==> config.mk <==
export PLATFORM = sky130hd
export DESIGN_NAME = fifo_wr_arb
export DESIGN_NICKNAME = d
export VERILOG_FILES = /design/src/rtl/fifo_wr_arb_pkg.sv /design/src/rtl/fifo_wr_arb_rr_pick.sv /design/src/rtl/fifo_wr_arb.sv
export SDC_FILE = /design/constraint.sdc
export NUM_CORES = 1
export LEC_CHECK = 0
export CORE_MARGIN = 8
export CORE_UTILIZATION = 40
export DETAILED_ROUTE_END_ITERATION = 16
export PLACE_DENSITY_LB_ADDON = 0.15
export SLEW_MARGIN = 20
export SYNTH_ARGS = -nofsm -noshare
export SYNTH_HDL_FRONTEND = slang
export SYNTH_SLANG_ARGS = --single-unit
==> constraint.sdc <==
create_clock -name clk -period 6.7 [get_ports clk]
set_clock_uncertainty 0.15 [all_clocks]
set_input_delay 1.34 -clock clk [delete_from_list [all_inputs] [get_ports clk]]
set_output_delay 1.34 -clock clk [all_outputs]
set_load 0.05 [all_outputs]
==> src/rtl/fifo_wr_arb_pkg.sv <==
// Shared types and constants for the packet-granular FIFO write-port arbiter.
package fifo_wr_arb_pkg;

    typedef enum logic [1:0] {
        IDLE = 2'd0,
        HDR  = 2'd1,
        DATA = 2'd2
    } arb_state_e;

    localparam logic [7:0] HDR_MARK = 8'h80;
    localparam int         MAX_REQ  = 16;
    localparam int         GRANT_W  = 4;

endpackage

==> src/rtl/fifo_wr_arb_rr_pick.sv <==
// Combinational round-robin picker: first set request scanning rr_ptr+1,
// rr_ptr+2, ... modulo NUM_REQ.
module rr_pick
    import fifo_wr_arb_pkg::*;
#(
    parameter int NUM_REQ = 4
) (
    input  logic [NUM_REQ-1:0] req,
    input  logic [GRANT_W-1:0] rr_ptr,
    output logic [GRANT_W-1:0] idx,
    output logic               found
);

    localparam int SW = GRANT_W + 1;

    logic [SW-1:0] cand;
    logic          hit;

    // rr_ptr < NUM_REQ and k <= NUM_REQ, so one conditional subtract wraps.
    always_comb begin
        idx   = '0;
        found = 1'b0;
        cand  = '0;
        hit   = 1'b0;
        for (int k = 1; k <= NUM_REQ; k++) begin
            cand = {1'b0, rr_ptr} + SW'(k);
            if (cand >= SW'(NUM_REQ)) begin
                cand = cand - SW'(NUM_REQ);
            end
            hit = 1'b0;
            for (int i = 0; i < NUM_REQ; i++) begin
                if (cand == SW'(i)) begin
                    hit = req[i];
                end
            end
            if (!found && hit) begin
                idx   = cand[GRANT_W-1:0];
                found = 1'b1;
            end
        end
    end

endmodule

==> src/rtl/fifo_wr_arb.sv <==
// Packet-granular round-robin arbiter for the async FIFO byte write port.
// Optional stall watchdog enabled by defining FIFO_WR_ARB_WDT_EN.
module fifo_wr_arb
    import fifo_wr_arb_pkg::*;
#(
    parameter int NUM_REQ    = 4,
    parameter int WDT_CYCLES = 255
) (
    input  logic                 clk,
    input  logic                 reset_n,
    input  logic [NUM_REQ-1:0]   req_valid,
    input  logic [NUM_REQ*8-1:0] req_data,
    input  logic [NUM_REQ-1:0]   req_last,
    output logic [NUM_REQ-1:0]   req_ready,
    output logic [7:0]           fifo_wr_data,
    output logic                 fifo_wr_en,
    input  logic                 fifo_full,
    output logic [GRANT_W-1:0]   grant_id,
    output logic                 busy,
    output logic                 wdt_err
);

    arb_state_e         state, state_next;
    logic [GRANT_W-1:0] grant_next;
    logic [GRANT_W-1:0] rr_ptr, rr_next;
    logic [GRANT_W-1:0] pick_idx;
    logic               pick_found;
    logic               sel_valid, sel_last;
    logic [7:0]         sel_data;
    logic               wdt_fire;

    rr_pick #(.NUM_REQ(NUM_REQ)) u_pick (
        .req    (req_valid),
        .rr_ptr (rr_ptr),
        .idx    (pick_idx),
        .found  (pick_found)
    );

    always_ff @(posedge clk) begin
        if (!reset_n) begin
            state    <= IDLE;
            grant_id <= '0;
            rr_ptr   <= GRANT_W'(NUM_REQ - 1);
        end else begin
            state    <= state_next;
            grant_id <= grant_next;
            rr_ptr   <= rr_next;
        end
    end

    // Owner's request lines, muxed by grant_id.
    always_comb begin
        sel_valid = 1'b0;
        sel_last  = 1'b0;
        sel_data  = '0;
        for (int i = 0; i < NUM_REQ; i++) begin
            if (grant_id == GRANT_W'(i)) begin
                sel_valid = req_valid[i];
                sel_last  = req_last[i];
                sel_data  = req_data[8*i +: 8];
            end
        end
    end

    always_comb begin
        state_next   = state;
        grant_next   = grant_id;
        rr_next      = rr_ptr;
        req_ready    = '0;
        fifo_wr_en   = 1'b0;
        fifo_wr_data = '0;
        case (state)
            IDLE: begin
                if (pick_found) begin
                    state_next = HDR;
                    grant_next = pick_idx;
                end
            end
            HDR: begin
                fifo_wr_data = HDR_MARK | {{(8-GRANT_W){1'b0}}, grant_id};
                fifo_wr_en   = !fifo_full;
                if (!fifo_full) begin
                    state_next = DATA;
                end
            end
            DATA: begin
                for (int i = 0; i < NUM_REQ; i++) begin
                    req_ready[i] = (grant_id == GRANT_W'(i)) && !fifo_full;
                end
                fifo_wr_en   = sel_valid && !fifo_full;
                fifo_wr_data = sel_data;
                // A watchdog abort ends the grant like a last byte would.
                if ((fifo_wr_en && sel_last) || wdt_fire) begin
                    state_next = IDLE;
                    grant_next = '0;
                    rr_next    = grant_id;
                end
            end
            default: state_next = IDLE;
        endcase
    end

    assign busy = (state != IDLE);

`ifdef FIFO_WR_ARB_WDT_EN
    localparam logic [15:0] WDT_LAST = 16'(WDT_CYCLES - 1);

    logic [15:0] wdt_cnt;

    // Only owner-idle cycles count; cycles blocked by fifo_full are exempt.
    assign wdt_fire = (state == DATA) && !sel_valid && !fifo_full && (wdt_cnt == WDT_LAST);

    always_ff @(posedge clk) begin
        if (!reset_n) begin
            wdt_cnt <= '0;
            wdt_err <= 1'b0;
        end else begin
            wdt_err <= wdt_fire;
            if (state != DATA || fifo_wr_en || wdt_fire) begin
                wdt_cnt <= '0;
            end else if (!sel_valid && !fifo_full) begin
                wdt_cnt <= wdt_cnt + 16'd1;
            end
        end
    end
`else
    assign wdt_fire = 1'b0;
    assign wdt_err  = 1'b0;
`endif

endmodule

==> run summary, run 1 <==
GRT Overall Usage - 14.8%
Row count - 24
CP Class - input port to primary output
Register Area - 200 sq um
Post-detail-place hpwl - 4020 um
Fin nets - 328
Ys async rst share - 0%
Final Hold Fails - 0
Multi-input gate area - 1410 sq um
Drt pass-1 iters - 4
Max_cap viols - 0
CTS tree - built
Clock tree buffer depth - 2
Synth-to-layout area growth - 34.1%
EDFF count, synth - 0
Cells after synthesis - 210
Ratio of cells with drive above 1 in the final layout - 10.4%
Chip height - 82.6 um
Global route overflow - 0
Post-route setup TNS - 0 ns
Tcrit/Tclk final - 76.8%
#FFs+latches synth - 10
Die W - 82.6 um
Routed wire length - 5020 um
Total number of vias - 1713
H-tree depth - 1
Fillers - 416
PD cells - 187 nW/um^2
Pwr Total - 0.444 mW
Clock Pin Slew Worst Setup and Hold Paths - 0.04 ns
Sequential share of the synthesized area - 11.3%
Hold/Removal Path Class - flop to flop
Actual slew at the worst max-slew pin - 1.01 ns
Rel. slew slack - 32.6%
Vias in the first global route - 1664
Via/cell ratio - 5.49
Die area - 6820 sq um
Diodes inserted - 0
Clock Latency Late Sink - 0.24 ns
Starting Density - 41.0%
Final min period - 5.14 ns
Crit path required time - 5.21 ns
Startpoint Class - input port
Synth warn - 0
DR WL/cell - 16.1 um
Hold-fix buffers, CTS - 0
Largest net degree at the start of global routing - 23
Synthesized Nets - 276
CTS resizes - 0
Clock tree sinks - 10
First-pass GRT wire length - 7950 um
Setup violators final - 0
Arrival time worst endpoint - 3.65 ns
Final ANT Viol Nets - 0
Crit path max fanout - 5
PortBufs - 60
Status - finished clean
Drt drc - 0
Fin. max-slew vios - 0
Static leakage - 0.998 nW
Initial DRC count - 67
I/O Pins - 62
Setup Fix Bufs, Post-CTS - 0
Commonest cells in the netlist - 23 x ha_1, 23 x nand2_1, 16 x inv_1
Mapped Area - 1770 sq um
Commonest register cell after synthesis - dfxtp_1
Max frequency - 194 MHz
Number of CTS-inserted buffers - 3
Synth area leaders - ha_1 16%, dfxtp_1 11%, mux4_2 10%
Worst IR drop on VDD - 0.179 mV
CTS Root Cell - clkbuf_8
RSZ-0062 raised after global routing - false
Initial antenna violation count - 0
Area leader, netlist - ha_1
Share of the synthesized area in the top cell type - 16.2%
Final GP Congestion - 0.838
Post-Syn Area per Cell - 8.45 sq um
Synth unique cells - 64
CP Capture Type - primary output
Core area - 4320 sq um
Fin util - 55.0%
placed cells by master (no fill, tap or decap), types with 2 or more instances in the layout:
cell type        instances
inv_1                   16
nor2_1                   9
clkdlybuf4s50_1         60
a31oi_1                  4
nand2_1                 23
and3_1                   8
o21ai_0                  7
a22oi_1                  6
a21oi_1                  7
xnor2_1                  4
nor3b_1                  3
nand3_1                  4
ha_1                    23
nand3b_1                 6
clkbuf_8                 3
nand2b_1                 2
xor2_1                   4
dfxtp_1                 10
nor2b_1                  8
o31ai_1                  3
mux4_2                   8
a211oi_1                 2
a221oi_2                 2
mux2i_1                  3
power breakdown:
group          internal (mW)  switching (mW)  total [mW]
Sequential            0.0677          0.0276      0.0953
Combinational          0.135           0.152       0.288
Clock                 0.0392          0.0220      0.0612
layer usage:
metal,global-route usage [%],share of wire (%)
met5,0,0
met4,3.45,0.76
met3,2.81,3.6
met2,24.3,50
met1,19.6,45
logic make-up after synthesis:
kind of cell,after synthesis,synth area share [%]
buffers and inverters,29,9.17
adder cells (fa/ha/maj),23,16.2
XOR/XNOR,9,4.87
other,1,0.211
AND/OR/NAND/NOR,79,25.7
AO/OA/AOI/OAI,47,20.0
flip-flops,10,11.3
multiplexers,12,12.5
state kept, by name, summed over array words and instances, names as in the netlist:
register,flops
grant_id,4
rr_ptr,4
state,2
metrics by stage:
| step | instances | setup WS, ns | cell area (sq um) | hold slack (ns) |
|---|---|---|---|---|
| finish | 312 | 1.56 | 2380 | 0.334 |
| floorplan | 210 | 2.23 | 1770 | 0.305 |
| global placement | 309 | 1.54 | 2340 | 0.332 |
| global route | 312 | 1.38 | 2380 | 0.402 |
| CTS | 312 | 1.55 | 2380 | 0.344 |
| detailed placement | 309 | 1.56 | 2340 | 0.337 |
worst max-delay path, cell delays in order:
cell and delay, ns:
clkdlybuf4s50_1 0.54, nor3b_1 0.20, o21ai_1 0.12, a221oi_2 0.40, a21oi_1 0.12, nor2b_1 0.12
clkdlybuf4s50_1 0.82
cell type report:
| cell class | count | area share [%] |
|---|---|---|
| clock buffer | 3 | 1.74 |
| inverter | 16 | 2.52 |
| multi-input combinational | 171 | 59.3 |
| sequential | 10 | 8.42 |
| tap | 52 | 2.74 |
| timing repair buffer | 60 | 25.2 |
worst paths after layout:
path,from,endpoint,slack (ns),cells after the start
min reg2reg,state[0],state[0],0.33,2
min,state[0],state[0],0.33,2
max,req_valid[0],fifo_wr_en,1.56,7
max reg2reg,rr_ptr[2],grant_id[1],3.29,11
No activity file was read; power rests on OpenSTA's default activity.
==> inputs of run 2 (changes only) <==
Clock period 6.7 ns to 5.1 ns, I/O delays scaled along.
==> run 2 against run 1 <==
  * Core utilization is 0.17 points higher
  * Clock power is 28% higher
  * Final cell count is 0.32% higher
  * Combinational power is 34% higher
  * Total power is 31% higher
  * Non-clock buffer count is 1 higher
  * Global-route usage is 0.84 points lower
  * First-iteration DRC count is 12% higher
  * Final area is 0.32% higher
  * Sequential share of layout area hardly changed
  * Sequential power is 23% higher
  * Critical path type unchanged
  * Largest cell class unchanged
==> run summary, run 2 (synthesized netlist as in run 1, its figures left out) <==
Drt drc - 0 (unchanged)
PortBufs - 60 (unchanged)
Final Hold Fails - 0 (unchanged)
Startpoint Class - input port (unchanged)
Final hold slack - 0.339 ns (was 0.334 ns)
Max frequency - 221 MHz
Static leakage - 1.00 nW (was 0.998 nW)
DR WL/cell - 15.8 um (was 16.1 um)
Vias in the first global route - 1647 (was 1664)
Hold-fix buffers, CTS - 0 (unchanged)
Worst IR drop on VDD - 0.253 mV (was 0.179 mV)
Tcrit/Tclk final - 88.6%
CTS Root Cell - clkbuf_8 (unchanged)
I/O Pins - 62 (unchanged)
CP Capture Type - primary output (unchanged)
Total number of vias - 1674 (was 1713)
Fin util - 55.2% (was 55.0%)
Global route overflow - 0 (unchanged)
Crit path max fanout - 5 (unchanged)
Post-detail-place hpwl - 4060 um (was 4020 um)
Synth-to-layout area growth - 34.5% (was 34.1%)
Fin nets - 329 (was 328)
Initial DRC count - 75 (was 67)
Clock Pin Slew Worst Setup and Hold Paths - 0.04 ns (about the same)
Clock tree sinks - 10 (unchanged)
Starting Density - 41.0% (unchanged)
Clock tree buffer depth - 2 (unchanged)
Chip height - 82.6 um (unchanged)
Pwr Total - 0.582 mW (was 0.444 mW)
Setup violators final - 0 (unchanged)
Largest net degree at the start of global routing - 23 (unchanged)
Max_cap viols - 0 (unchanged)
H-tree depth - 1 (unchanged)
Rel. slew slack - 33.8% (was 32.6%)
Commonest non-fill, non-tap cell in the layout - clkdlybuf4s50_1 (unchanged)
GRT Overall Usage - 14.0% (was 14.8%)
First-pass GRT wire length - 7790 um (was 7950 um)
Number of CTS-inserted buffers - 3 (unchanged)
Fin. max-slew vios - 0 (unchanged)
Register Area - 200 sq um (unchanged)
CP Class - input port to primary output (unchanged)
Most frequent cells in the layout - 60 x clkdlybuf4s50_1, 23 x nand2_1, 23 x ha_1 (unchanged)
CTS resizes - 0 (unchanged)
Drt pass-1 iters - 4 (unchanged)
Fillers - 424 (was 416)
Actual slew at the worst max-slew pin - 0.991 ns (was 1.01 ns)
Final min period - 4.52 ns
Final GP Congestion - 0.867 (was 0.838)
Status - finished clean (unchanged)
Crit path required time - 3.93 ns (was 5.21 ns)
Die W - 82.6 um (unchanged)
Hold/Removal Path Class - flop to flop (unchanged)
Routed wire length - 4930 um (was 5020 um)
Row count - 24 (unchanged)
Arrival time worst endpoint - 3.35 ns (was 3.65 ns)
Ratio of cells with drive above 1 in the final layout - 10.7% (was 10.4%)
Setup Fix Bufs, Post-CTS - 0 (unchanged)
Multi-input gate area - 1410 sq um (unchanged)
Via/cell ratio - 5.35 (was 5.49)
Post-route cell area - 2390 sq um (was 2380 sq um)
Die area - 6820 sq um (unchanged)
Clock Latency Late Sink - 0.23 ns (was 0.24 ns)
Diodes inserted - 0 (unchanged)
PD cells - 244 nW/um^2 (was 187 nW/um^2)
RSZ-0062 raised after global routing - false (unchanged)
Area after DPL - 2340 sq um (about the same)
Biggest regs - grant_id x4, rr_ptr x4, state x2 (unchanged)
CTS tree - built (unchanged)
Core area - 4320 sq um (unchanged)
Initial antenna violation count - 0 (unchanged)
Final ANT Viol Nets - 0 (unchanged)
Post-route setup TNS - 0 ns (unchanged)
-- run 2: cell count changes in the layout (fill, tap and decap cells not counted) --
cell and delta:
buf_4 +1
-- run 2: cell type report --
class                      count  share of cell area, %
clock buffer                   3                   1.73
timing repair buffer          61                   25.5
inverter                      16                   2.52
tap                           52                   2.73
multi-input combinational    171                   59.2
sequential                    10                   8.39
-- run 2: critical path, cell delays in order --
cell and delay (ns):
clkdlybuf4s50_1 0.54, nor3b_1 0.20, o21ai_1 0.11, a221oi_2 0.41, a21oi_1 0.12, nor2b_1 0.12, clkdlybuf4s50_1 0.82
-- run 2: layer usage --
| layer | GRT usage [%] | routed length [um] | share of wire, % |
|---|---|---|---|
| met4 | 1.38 | 0 | 0 |
| met3 | 2.27 | 211 | 4.3 |
| met2 | 23.6 | 2550 | 52 |
| met5 | 0 | 0 | 0 |
| met1 | 18.8 | 2170 | 44 |
-- run 2: metrics by stage --
step                      std cells  worst slack [ns]
after floorplan                 210              1.19
after detailed placement        310             0.578
after CTS                       313             0.563
final                           313             0.580
after global routing            313             0.459
after global placement          310             0.583
-- run 2: report_power, final --
group,leakage (nW),switching (mW),internal [mW]
clock,0.0216,0.0269,0.0513
combinational,0.901,0.207,0.179
sequential,0.0813,0.0284,0.0890
total,1.00,0.263,0.319
-- run 2: worst paths after layout --
path / from / endpoint / slack (ns) / depth (start not counted)
worst min-delay path: state[0] / state[0] / 0.34 / 2
worst max register to register: rr_ptr[2] / grant_id[1] / 1.70 / 11
worst min register to register: state[0] / state[0] / 0.34 / 2
worst max-delay path: req_valid[0] / fifo_wr_en / 0.58 / 7
